File: src/rtl/wb_write_port_arbiter_pkg.sv
`default_nettype none
// ============================================================================
// Module : wb_arb_pkg
// Brief  : Shared types and constants for the write-port arbiter.
// Rev    : 1.0  initial release
// ============================================================================
package wb_arb_pkg;

  localparam int unsigned WB_DATA_W = 32;
  localparam int unsigned WB_ADDR_W = 5;

  // Register 0 is hard-wired; writes to it are dropped.
  localparam int unsigned REG_ZERO = 0;

  typedef enum logic [1:0] {
    GNT_NONE  = 2'd0,
    GNT_PIPE  = 2'd1,
    GNT_QUEUE = 2'd2
  } grant_e;

  typedef struct packed {
    logic [WB_ADDR_W-1:0] addr;
    logic [WB_DATA_W-1:0] data;
  } wb_req_t;

endpackage
`default_nettype wire

File: src/rtl/wb_write_port_arbiter_if.sv
`default_nettype none
// ============================================================================
// Module : wb_write_port_arbiter_if
// Brief  : WB-stage, long-latency unit, hazard-check and register-file bus
//          around the write-port arbiter.
// Rev    : 1.0  initial release
// ============================================================================
interface wb_write_port_arbiter_if #(
  parameter int INST_SZ     = 32,
  parameter int REG_ADDR_SZ = 5
);
  logic                   i_reg_write_W;
  logic [REG_ADDR_SZ-1:0] i_waddr_W;
  logic [INST_SZ-1:0]     i_wdata_W;
  logic                   o_stall_W;
  logic                   i_lu_valid;
  logic [REG_ADDR_SZ-1:0] i_lu_addr;
  logic [INST_SZ-1:0]     i_lu_data;
  logic                   o_lu_ready;
  logic [REG_ADDR_SZ-1:0] i_chk_rs;
  logic [REG_ADDR_SZ-1:0] i_chk_rt;
  logic                   o_q_hazard;
  logic                   o_rf_we;
  logic [REG_ADDR_SZ-1:0] o_rf_waddr;
  logic [INST_SZ-1:0]     o_rf_wdata;

  // Surrounding pipeline / environment side.
  modport master (
    output i_reg_write_W, i_waddr_W, i_wdata_W,
    output i_lu_valid, i_lu_addr, i_lu_data,
    output i_chk_rs, i_chk_rt,
    input  o_stall_W, o_lu_ready, o_q_hazard,
    input  o_rf_we, o_rf_waddr, o_rf_wdata
  );

  // Arbiter side.
  modport slave (
    input  i_reg_write_W, i_waddr_W, i_wdata_W,
    input  i_lu_valid, i_lu_addr, i_lu_data,
    input  i_chk_rs, i_chk_rt,
    output o_stall_W, o_lu_ready, o_q_hazard,
    output o_rf_we, o_rf_waddr, o_rf_wdata
  );
endinterface
`default_nettype wire

File: src/rtl/wb_write_port_arbiter_result_fifo.sv
`default_nettype none
// ============================================================================
// Module : wb_result_fifo
// Brief  : Small circular FIFO of pending long-latency register writes, with
//          per-entry valid/address taps for dependency compares.
// Rev    : 1.0  initial release
// ============================================================================
module wb_result_fifo #(
  parameter int DEPTH = 2,
  parameter int AW    = 5,
  parameter int DW    = 32
) (
  input  wire logic                     i_clk,
  input  wire logic                     i_rst_n,
  input  wire logic                     i_push,
  input  wire logic [AW-1:0]            i_push_addr,
  input  wire logic [DW-1:0]            i_push_data,
  input  wire logic                     i_pop,
  output logic                          o_full,
  output logic                          o_empty,
  output logic [AW-1:0]                 o_head_addr,
  output logic [DW-1:0]                 o_head_data,
  output logic [DEPTH-1:0]              o_ent_valid,
  output logic [DEPTH-1:0][AW-1:0]      o_ent_addr
);

  localparam int PTR_W = (DEPTH > 1) ? $clog2(DEPTH) : 1;
  localparam int CNT_W = $clog2(DEPTH + 1);
  localparam logic [PTR_W-1:0] PTR_LAST = PTR_W'(DEPTH - 1);

  typedef struct packed {
    logic [AW-1:0] addr;
    logic [DW-1:0] data;
  } entry_t;

  entry_t [DEPTH-1:0] mem_q;
  logic [DEPTH-1:0]   valid_q, valid_d;
  logic [PTR_W-1:0]   wr_ptr_q, wr_ptr_d, rd_ptr_q, rd_ptr_d;
  logic [CNT_W-1:0]   count_q, count_d;

  // Pointer, count and valid-bit next state; pointers wrap at DEPTH.
  always_comb begin
    wr_ptr_d = wr_ptr_q;
    rd_ptr_d = rd_ptr_q;
    valid_d  = valid_q;
    count_d  = count_q;
    if (i_pop) begin
      valid_d[rd_ptr_q] = 1'b0;
      rd_ptr_d = (rd_ptr_q == PTR_LAST) ? '0 : rd_ptr_q + PTR_W'(1);
    end
    if (i_push) begin
      valid_d[wr_ptr_q] = 1'b1;
      wr_ptr_d = (wr_ptr_q == PTR_LAST) ? '0 : wr_ptr_q + PTR_W'(1);
    end
    case ({i_push, i_pop})
      2'b10:   count_d = count_q + CNT_W'(1);
      2'b01:   count_d = count_q - CNT_W'(1);
      default: count_d = count_q;
    endcase
  end

  // Control state register; reset discards every pending entry.
  always_ff @(posedge i_clk or negedge i_rst_n) begin
    if (!i_rst_n) begin
      wr_ptr_q <= '0;
      rd_ptr_q <= '0;
      valid_q  <= '0;
      count_q  <= '0;
    end else begin
      wr_ptr_q <= wr_ptr_d;
      rd_ptr_q <= rd_ptr_d;
      valid_q  <= valid_d;
      count_q  <= count_d;
    end
  end

  // Entry storage; contents are only meaningful while the valid bit is set.
  always_ff @(posedge i_clk or negedge i_rst_n) begin
    if (!i_rst_n) begin
      mem_q <= '0;
    end else if (i_push) begin
      mem_q[wr_ptr_q] <= '{addr: i_push_addr, data: i_push_data};
    end
  end

  assign o_full      = (count_q == CNT_W'(DEPTH));
  assign o_empty     = (count_q == '0);
  assign o_head_addr = mem_q[rd_ptr_q].addr;
  assign o_head_data = mem_q[rd_ptr_q].data;
  assign o_ent_valid = valid_q;

  generate
    for (genvar gi = 0; gi < DEPTH; gi++) begin : g_ent
      assign o_ent_addr[gi] = mem_q[gi].addr;
    end
  endgenerate

endmodule
`default_nettype wire

File: src/rtl/wb_write_port_arbiter.sv
`default_nettype none
// ============================================================================
// Module : wb_write_port_arbiter
// Brief  : Shares the register-file write port between the WB stage and a
//          queue of long-latency results; starvation and WAW force the queue.
// Rev    : 1.0  initial release
// ============================================================================
module wb_write_port_arbiter
  import wb_arb_pkg::*;
#(
  parameter int INST_SZ     = WB_DATA_W,
  parameter int REG_ADDR_SZ = WB_ADDR_W,
  parameter int Q_DEPTH     = 2,
  parameter int STARVE_MAX  = 4
) (
  input  wire logic             i_clk,
  input  wire logic             i_rst_n,
  wb_write_port_arbiter_if.slave bus
);

  localparam int SC_W = $clog2(STARVE_MAX + 1);
  localparam logic [REG_ADDR_SZ-1:0] ADDR_ZERO = REG_ADDR_SZ'(REG_ZERO);
  localparam logic [SC_W-1:0]        SC_MAX    = SC_W'(STARVE_MAX);

  logic                             fifo_full, fifo_empty, lu_push, q_pop;
  logic [REG_ADDR_SZ-1:0]           head_addr;
  logic [INST_SZ-1:0]               head_data;
  logic [Q_DEPTH-1:0]               ent_valid;
  logic [Q_DEPTH-1:0][REG_ADDR_SZ-1:0] ent_addr;

  logic                   pipe_req, waw_hit, hazard, force_queue;
  grant_e                 grant;
  logic [SC_W-1:0]        starve_cnt_q, starve_cnt_d;
  logic                   rf_we_q, rf_we_d;
  logic [REG_ADDR_SZ-1:0] rf_waddr_q, rf_waddr_d;
  logic [INST_SZ-1:0]     rf_wdata_q, rf_wdata_d;

  assign pipe_req = bus.i_reg_write_W & (bus.i_waddr_W != ADDR_ZERO);
  assign lu_push  = bus.i_lu_valid & ~fifo_full & (bus.i_lu_addr != ADDR_ZERO);
  assign q_pop    = (grant == GNT_QUEUE);

  wb_result_fifo #(
    .DEPTH (Q_DEPTH),
    .AW    (REG_ADDR_SZ),
    .DW    (INST_SZ)
  ) u_fifo (
    .i_clk       (i_clk),
    .i_rst_n     (i_rst_n),
    .i_push      (lu_push),
    .i_push_addr (bus.i_lu_addr),
    .i_push_data (bus.i_lu_data),
    .i_pop       (q_pop),
    .o_full      (fifo_full),
    .o_empty     (fifo_empty),
    .o_head_addr (head_addr),
    .o_head_data (head_data),
    .o_ent_valid (ent_valid),
    .o_ent_addr  (ent_addr)
  );

  // Compare every pending entry against the WB destination and decode sources.
  always_comb begin
    waw_hit = 1'b0;
    hazard  = 1'b0;
    for (int i = 0; i < Q_DEPTH; i++) begin
      if (ent_valid[i]) begin
        if (ent_addr[i] == bus.i_waddr_W) waw_hit = 1'b1;
        if ((ent_addr[i] != ADDR_ZERO) &&
            ((ent_addr[i] == bus.i_chk_rs) || (ent_addr[i] == bus.i_chk_rt)))
          hazard = 1'b1;
      end
    end
  end

  // Single grant per cycle: pipe by default, queue when forced or pipe idle.
  always_comb begin
    force_queue = ~fifo_empty & ((starve_cnt_q == SC_MAX) | waw_hit);
    grant       = GNT_NONE;
    if (pipe_req && !force_queue) grant = GNT_PIPE;
    else if (!fifo_empty)         grant = GNT_QUEUE;
  end

  // Starvation counter and registered write-port next state.
  always_comb begin
    starve_cnt_d = starve_cnt_q;
    if (fifo_empty || grant == GNT_QUEUE) starve_cnt_d = '0;
    else if (starve_cnt_q != SC_MAX)      starve_cnt_d = starve_cnt_q + SC_W'(1);
    rf_we_d    = (grant != GNT_NONE);
    rf_waddr_d = rf_waddr_q;
    rf_wdata_d = rf_wdata_q;
    case (grant)
      GNT_PIPE: begin
        rf_waddr_d = bus.i_waddr_W;
        rf_wdata_d = bus.i_wdata_W;
      end
      GNT_QUEUE: begin
        rf_waddr_d = head_addr;
        rf_wdata_d = head_data;
      end
      default: ;
    endcase
  end

  // Write-port output register and starvation state.
  always_ff @(posedge i_clk or negedge i_rst_n) begin
    if (!i_rst_n) begin
      starve_cnt_q <= '0;
      rf_we_q      <= 1'b0;
      rf_waddr_q   <= '0;
      rf_wdata_q   <= '0;
    end else begin
      starve_cnt_q <= starve_cnt_d;
      rf_we_q      <= rf_we_d;
      rf_waddr_q   <= rf_waddr_d;
      rf_wdata_q   <= rf_wdata_d;
    end
  end

  assign bus.o_stall_W  = pipe_req & force_queue;
  assign bus.o_lu_ready = ~fifo_full;
  assign bus.o_q_hazard = hazard;
  assign bus.o_rf_we    = rf_we_q;
  assign bus.o_rf_waddr = rf_waddr_q;
  assign bus.o_rf_wdata = rf_wdata_q;

endmodule
`default_nettype wire

File: src/flat_wrapper.sv
// flat-port wrapper written by rule: the top's interface ports become plain ports
module wb_write_port_arbiter_flat import wb_arb_pkg::*;
#(
  parameter int INST_SZ     = WB_DATA_W,
  parameter int REG_ADDR_SZ = WB_ADDR_W,
  parameter int Q_DEPTH     = 2,
  parameter int STARVE_MAX  = 4
)
  (i_clk, i_rst_n, bus_i_reg_write_W, bus_i_waddr_W, bus_i_wdata_W, bus_i_lu_valid, bus_i_lu_addr, bus_i_lu_data, bus_i_chk_rs, bus_i_chk_rt, bus_o_stall_W, bus_o_lu_ready, bus_o_q_hazard, bus_o_rf_we, bus_o_rf_waddr, bus_o_rf_wdata);
  wb_write_port_arbiter_if #(.INST_SZ(INST_SZ), .REG_ADDR_SZ(REG_ADDR_SZ)) bus_i ();
  input  wire logic i_clk;
  input  wire logic i_rst_n;
  input wire logic [$bits(bus_i.i_reg_write_W)-1:0] bus_i_reg_write_W;
  input wire logic [$bits(bus_i.i_waddr_W)-1:0] bus_i_waddr_W;
  input wire logic [$bits(bus_i.i_wdata_W)-1:0] bus_i_wdata_W;
  input wire logic [$bits(bus_i.i_lu_valid)-1:0] bus_i_lu_valid;
  input wire logic [$bits(bus_i.i_lu_addr)-1:0] bus_i_lu_addr;
  input wire logic [$bits(bus_i.i_lu_data)-1:0] bus_i_lu_data;
  input wire logic [$bits(bus_i.i_chk_rs)-1:0] bus_i_chk_rs;
  input wire logic [$bits(bus_i.i_chk_rt)-1:0] bus_i_chk_rt;
  output wire logic [$bits(bus_i.o_stall_W)-1:0] bus_o_stall_W;
  output wire logic [$bits(bus_i.o_lu_ready)-1:0] bus_o_lu_ready;
  output wire logic [$bits(bus_i.o_q_hazard)-1:0] bus_o_q_hazard;
  output wire logic [$bits(bus_i.o_rf_we)-1:0] bus_o_rf_we;
  output wire logic [$bits(bus_i.o_rf_waddr)-1:0] bus_o_rf_waddr;
  output wire logic [$bits(bus_i.o_rf_wdata)-1:0] bus_o_rf_wdata;
  assign bus_i.i_reg_write_W = bus_i_reg_write_W;
  assign bus_i.i_waddr_W = bus_i_waddr_W;
  assign bus_i.i_wdata_W = bus_i_wdata_W;
  assign bus_i.i_lu_valid = bus_i_lu_valid;
  assign bus_i.i_lu_addr = bus_i_lu_addr;
  assign bus_i.i_lu_data = bus_i_lu_data;
  assign bus_i.i_chk_rs = bus_i_chk_rs;
  assign bus_i.i_chk_rt = bus_i_chk_rt;
  assign bus_o_stall_W = bus_i.o_stall_W;
  assign bus_o_lu_ready = bus_i.o_lu_ready;
  assign bus_o_q_hazard = bus_i.o_q_hazard;
  assign bus_o_rf_we = bus_i.o_rf_we;
  assign bus_o_rf_waddr = bus_i.o_rf_waddr;
  assign bus_o_rf_wdata = bus_i.o_rf_wdata;
  wb_write_port_arbiter #(.INST_SZ(INST_SZ), .REG_ADDR_SZ(REG_ADDR_SZ), .Q_DEPTH(Q_DEPTH), .STARVE_MAX(STARVE_MAX)) u_core (.i_clk(i_clk), .i_rst_n(i_rst_n), .bus(bus_i));
endmodule
File: config.mk
export PLATFORM = sky130hd
export DESIGN_NAME = wb_write_port_arbiter_flat
export DESIGN_NICKNAME = d
export VERILOG_FILES = /design/src/rtl/wb_write_port_arbiter_pkg.sv /design/src/rtl/wb_write_port_arbiter_if.sv /design/src/rtl/wb_write_port_arbiter_result_fifo.sv /design/src/rtl/wb_write_port_arbiter.sv /design/src/flat_wrapper.sv
export SDC_FILE = /design/constraint.sdc
export NUM_CORES = 1
export LEC_CHECK = 0
export BUFFER_PORTS_ARGS = -buffer_cell sky130_fd_sc_hd__buf_2
export CAP_MARGIN = 10
export CORE_MARGIN = 2
export CORE_UTILIZATION = 55
export CTS_BUF_LIST = sky130_fd_sc_hd__clkbuf_8
export DETAILED_ROUTE_END_ITERATION = 12
export HOLD_SLACK_MARGIN = 0.02
export MAX_ROUTING_LAYER = met4
export PLACE_DENSITY = 0.81
export SLEW_MARGIN = 20
export SYNTH_ARGS = -nofsm -noshare
export SYNTH_HDL_FRONTEND = slang
export SYNTH_SLANG_ARGS = --single-unit
File: constraint.sdc
create_clock -name i_clk -period 2.4 [get_ports i_clk]
set_input_delay 0.36 -clock i_clk [delete_from_list [all_inputs] [get_ports i_clk]]
set_output_delay 0.36 -clock i_clk [all_outputs]
set_load 0.1 [all_outputs]
==> Yosys cells after proc, flatten, opt, wreduce, memory -nomap -nowiden <==
Cells that the tools add are included.
{ "word_totals": {"out_inout_bits": 41, "ram_bits": 0, "memories": 0, "ff_bits": 121, "elab_cells": 91, "mem_bits_ro": 0, "inputBits": 88, "latchBits": 0} }
{ "classes": {"shift": 0, "n_bitwise": 11, "muxes": 28, "reduce_logical": 18, "n_mul": 0, "n_addsub": 5, "magnitude_cmp": 4, "eq_ne": 13, "div_mod_pow": 0} }
{ "op_table": {"columns": ["operator", "count"], "rows": [
  ["$mux W37", 3],
  ["$bwmux W74", 1],
  ["$pmux W32 S2", 1],
  ["$demux W37 S1", 1],
  ["$eq A5 B5 Y1", 6],
  ["$reduce_bool A5 Y1", 4],
  ["$mux W1", 12],
  ["$pmux W5 S2", 1],
  ["$mux W2", 4],
  ["$reduce_bool A2 Y1", 4],
  ["$eq A2 B2 Y1 const B", 3],
  ["$mux W3", 2],
  ["$and A1 B1 Y1", 5],
  ["$logic_and A1 B1 Y1", 5],
  ["$eq A2 B1 Y1 const B", 2],
  ["$lt A1 B2 Y1 const B", 2],
  ["$pmux W2 S2", 1],
  ["$add A3 B1 Y3 const B", 1],
  ["$eq A3 B3 Y1 const B", 1],
  ["$logic_or A1 B1 Y1", 3],
  ["$ne A3 B3 Y1 const B", 1],
  ["$add A1 B1 Y1 const B", 2],
  ["$add A2 B1 Y2 const B", 1],
  ["$and A2 B2 Y2", 1],
  ["other kinds (9)", 12]
]} }

==> Depth between registers and ports, before layout <==
{ "depth": {"depth_word": 14, "mapped_depth": 9, "depth_no_buf": 9} }

==> Cells and area by module <==
Synthesis repeated with hierarchy kept, for this count alone.
{ "unflattened": {"hier_cells": 517, "hier_area_um2": 6298.5} }
{ "modules_own_cells": {"columns": ["module", "area_each_um2", "cells_per_inst", "instances"], "rows": [
  ["wb_result_fifo", 3559.7, 230, 1],
  ["wb_write_port_arbiter", 2738.9, 287, 1]
]} }

==> Worst setup path after synthesis <==
OpenSTA, ideal clock, no wires.
{ "synth_timing": {"kind": "reg2out", "from": "register u_core.u_fifo.mem_q, in the netlist u_core.u_fifo.o_ent_addr[0]", "to": "output bus_o_stall_W", "arrival_ns": 3.179, "slack_ns": -1.139, "stages_incl_launch_ff": 6, "path_buffers": 1, "cell_sequence": "dfrtp_1 buf_1 xnor2_1 nand4_1 o221a_2 nor3_1"} }
{ "synth_via": {"elab_chain_len": 8} }
{ "synth_lines": {"columns": ["element", "line_no", "source"], "rows": [
  ["start, declared", "wb_write_port_arbiter_result_fifo.sv:36", "entry_t [DEPTH-1:0] mem_q;"],
  ["start signal, assigned by index", "wb_write_port_arbiter_result_fifo.sv:82", "mem_q[wr_ptr_q] <= '{addr: i_push_addr, data: i_push_data};"],
  ["$eq A5 B5 Y1 *", "wb_write_port_arbiter.sv:67", "if (ent_addr[i] == bus.i_waddr_W) waw_hit = 1'b1;"],
  ["$mux W1 *", "wb_write_port_arbiter.sv:67", null],
  ["$mux W1 *", "wb_write_port_arbiter.sv:66", "if (ent_valid[i]) begin"],
  ["$mux W1", "wb_write_port_arbiter.sv:67", null],
  ["$mux W1 *", "wb_write_port_arbiter.sv:66", null],
  ["$or A1 B1 Y1 *", "wb_write_port_arbiter.sv:77", "force_queue = ~fifo_empty & ((starve_cnt_q == SC_MAX) | waw_hit);"],
  ["$and A1 B1 Y1 *", "wb_write_port_arbiter.sv:77", null],
  ["$and A1 B1 Y1 *", "wb_write_port_arbiter.sv:119", "assign bus.o_stall_W = pipe_req & force_queue;"],
  ["end, declared", "flat_wrapper.sv:21", "output wire logic [$bits(bus_i.o_stall_W)-1:0] bus_o_stall_W;"]
]} }
Every way passes the cells marked *; elsewhere a longest branch is shown, timed or not.

==> Worst setup path after layout <==
{ "layout_timing": {"from": "register u_core.u_fifo.mem_q, in the netlist u_core.u_fifo.o_ent_addr[6]", "to": "output bus_o_q_hazard"} }
{ "layout_via": {"elab_chain_len": 5, "elab_cells_between_ends": 7} }
{ "layout_lines": {"columns": ["element", "line_no", "source"], "rows": [
  ["$eq A5 B5 Y1", "wb_write_port_arbiter.sv:69", "((ent_addr[i] == bus.i_chk_rs) || (ent_addr[i] == bus.i_chk_rt)))"],
  ["$logic_or A1 B1 Y1", "wb_write_port_arbiter.sv:69", null],
  ["$logic_and A1 B1 Y1 *", "wb_write_port_arbiter.sv:68", "if ((ent_addr[i] != ADDR_ZERO) &&"],
  ["$mux W1 *", "wb_write_port_arbiter.sv:68", null],
  ["$mux W1 *", "wb_write_port_arbiter.sv:66", null],
  ["end, declared", "flat_wrapper.sv:23", "output wire logic [$bits(bus_i.o_q_hazard)-1:0] bus_o_q_hazard;"]
]} }
Marked as above.

==> flow_metrics.py <==
metrics = {
    "sta": {
        "final-setup-viol-count": 0,
        "hold_viol": 0,
        "maxSlewHeadroom_pct": 28.93,
        "clock.fmax_ghz": 0.4239,
        "timing.hold.ws_ns": 0.1542,
        "fin_crit_sh_pct": 98.29,
        "drv_slew": 0,
        "worst_pin_slew_ns": 1.062,
        "period_minus_slack_ns": 2.359,
        "fin_tns_setup_ns": 0,
        "rsz0062_at_grt": "true",
        "fin_worst_skew_ns": 0.01001,
    },
    "floorplan": {
        "core.rowCount": 37,
        "core_um2": 10370,
        "io_pins": 129,
        "die_w_um": 107.7,
        "dieArea_um2": 11600,
        "die_h_um": 107.7,
        "initial_utilization_pct": 57.06,
    },
    "synthesis": {
        "ys_seq_area_share_pct": 51.17,
        "synth_async_sr_flop_share_pct": 100.0,
        "synth_top_cells_by_area": "dfrtp_1 (51%), mux2_2 (7.6%), mux2_1 (6.7%)",
        "synth.distinct_cells": 43,
        "synth_area_um2": 5917,
        "yosysTopAreaCell": "dfrtp_1",
        "netlist.area_leader.share_pct": 51.17,
        "syn-instance-count": 471,
        "ys.flop_type": "dfrtp_1",
        "syn_nets": 562,
        "yosysWarnings": 0,
        "ys_seq_elements": 121,
        "synth_edf_count": 0,
        "synth.avg_cell_area_um2": 12.56,
    },
    "cts": {
        "path_clk_slew_ns": 0.07,
        "htree_levels": 4,
        "cts_max_path_buffers": 2,
        "clock-root-buffer": "clkbuf_8",
        "cts_inserted_buffers": 17,
        "clk_latency_ns": 0.42,
        "cts_tree": "yes",
        "postCtsSetupBuffers": 0,
        "cts.sinks": 121,
    },
    "critical_path": {
        "crit_required_ns": 2.04,
        "rrSetupSlack_ns": 0.18,
        "timing.rr.start": "u_core.u_fifo.o_ent_addr[4]",
        "start_kind": "register",
        "cp.buffers_inverters": 2,
        "cpMaxStageDelayCell": "or4_1",
        "path_class": "reg2out",
        "crit_arrival_ns": 2.00,
        "r2r_end": "u_core.bus.o_rf_wdata[8]",
        "r2r.worst_path.cells": 5,
        "crit_chain": "buf_4, or4_1, o21ai_1, o22ai_2, buf_12",
        "path_max_fanout": 5,
        "crit_family": "simple AND/OR/NAND/NOR gates",
        "end_kind": "output port",
        "cp_slowest_stage_delay_ns": 0.52,
    },
    "flow_run": {
        "cap_violations": 0,
    },
    "global_route": {
        "grt_pass1_vias": 4521,
        "overflow": 0,
        "grt_max_degree": 62,
        "grt.total_usage_pct": 25.70,
        "antenna_found_initial": 1,
        "grt_pass1_wl_um": 21930,
    },
    "final_layout": {
        "area_growth_pct": 22.46,
        "fin_nets": 689,
        "postLayoutCellArea_um2": 7246,
        "drive_gt1_share_pct": 39.77,
        "fin_util_pct": 69.87,
    },
    "route": {
        "first_pass_iters": 6,
        "drc": 0,
        "routedWlPerCell_um": 18.14,
        "ant_nets": 0,
        "finalWirelength_um": 13570,
        "drt_iter0_drc": 227,
        "vias": 4245,
        "viasPerCell": 5.675,
    },
    "place": {
        "place_hpwl_um": 9400,
        "io_buffers": 128,
        "gp_congestion": 1.015,
        "dpl-instance-area_um2": 6709,
    },
    "worst_hold_path": {
        "whs_path_depth": 2,
        "min_path_type": "in2reg",
        "holdCritStartpoint": "bus_i_lu_data[20]",
        "hold_path_end": "u_core.u_fifo.mem_q[20]",
    },
    "run_status": {
        "status": "finished, final reports clean",
    },
}
sequential cells by signal (all words and copies together) (netlist names):
| name | count |
|---|---|
| u_core.u_fifo.mem_q | 64 |
| u_core.bus.o_rf_wdata | 32 |
| u_core.u_fifo.o_ent_addr | 10 |
| u_core.bus.o_rf_waddr | 5 |
| u_core.starve_cnt_q | 3 |
| u_core.u_fifo.count_q | 2 |
| u_core.u_fifo.o_ent_valid | 2 |
| u_core.bus.o_rf_we | 1 |
| u_core.u_fifo.rd_ptr_q | 1 |
| u_core.u_fifo.wr_ptr_q | 1 |
through the flow:
stage          cells  setup slack [ns]
2_1_floorplan    471           -0.2723
3_3_place_gp     714           0.09347
3_5_place_dp     714           0.01120
4_1_cts          747           0.01566
5_1_grt          748          -0.03067
6_report         748           0.04107
what timing repair did:
item / 4_1_cts / 5_1_grt
gates resized for setup: 7 / 2
pin swaps: 1 / 5
gates cloned: 0 / 0
endpoints found under the hold margin: 38 / 0
hold buffers: 1 / 0
setup endpoints to repair: 1 / 37
cells in the mapped netlist, drive strengths merged, types with 2 or more instances:
cell type,instances
o211ai,37
a31oi,3
nor2,3
buf,24
dfrtp,121
o21ai,4
nor3,7
nand4,2
nand3,2
inv,2
or4,4
o22ai,2
nor2b,2
o22a,36
nand2,44
xnor2,23
or2,2
clkbuf,18
ha,3
mux2i,36
mux2,75
xor2,12
worst max path at each step:
stage / from / endpoint / slack [ns] / depth (start not counted)
global route: u_core.u_fifo.o_ent_addr[1] / bus_o_stall_W / -0.03 / 5
detailed placement: bus_i_waddr_W[1] / u_core.bus.o_rf_wdata[7] / 0.01 / 6
CTS: u_core.u_fifo.o_ent_addr[1] / bus_o_q_hazard / 0.02 / 5
finish: u_core.u_fifo.o_ent_addr[6] / bus_o_q_hazard / 0.04 / 5
global placement: bus_i_waddr_W[1] / u_core.bus.o_rf_wdata[7] / 0.09 / 6
floorplan: u_core.u_fifo.o_ent_addr[0] / bus_o_stall_W / -0.27 / 5
metal layers:
metal / routed length (um) / up-vias / track usage [%]
li1: - / 1959 / -
met1: 5823 / 2121 / 30.88
met2: 6679 / 145 / 40.97
met3: 837 / 20 / 8.414
met4: 232 / 0 / 8.974
met5: 0 / - / -
area by class of cell:
class | instances | area (um2)
diodes | 1 | 2.502
clock inverters | 14 | 251.5
multi-input cells | 306 | 2641
inverters | 2 | 7.507
fillers | 774 | 3124
repair buffers | 150 | 894.6
well taps | 136 | 170.2
clock buffers | 18 | 247.7
flip-flops and latches | 121 | 3030
worst register-to-register path: cells and delay by family, from the launching register on:
kind,cells,cell delay [ns]
AOI/OAI and AO/OA,3,1.47
and+or+nand+nor,1,0.10
xor gates and xnor gates,1,0.15
DFF,1,0.44
cell families after synthesis:
| group | synth area share [%] |
|---|---|
| buf+inv | 4.779 |
| mux | 20.36 |
| simple gates | 5.498 |
| flops | 51.17 |
| xor+xnor | 5.181 |
| fa+ha+maj | 0.6345 |
| compound gates | 12.37 |
cell usage in the layout, fill, tap and decap left out, drive strengths merged, types with 4 or more instances in the layout:
master and instances:
inv 5, nand2 44, bufinv 7, o22a 36
xnor2 23, o211ai 37, or4 4, clkbuf 18
o21ai 4, mux2 75, nor3 7, mux2i 36
xor2 12, buf 149, dfrtp 121
Power is not shown: default switching activity piles up to over one toggle a cycle in this logic, so the estimate is an artifact.
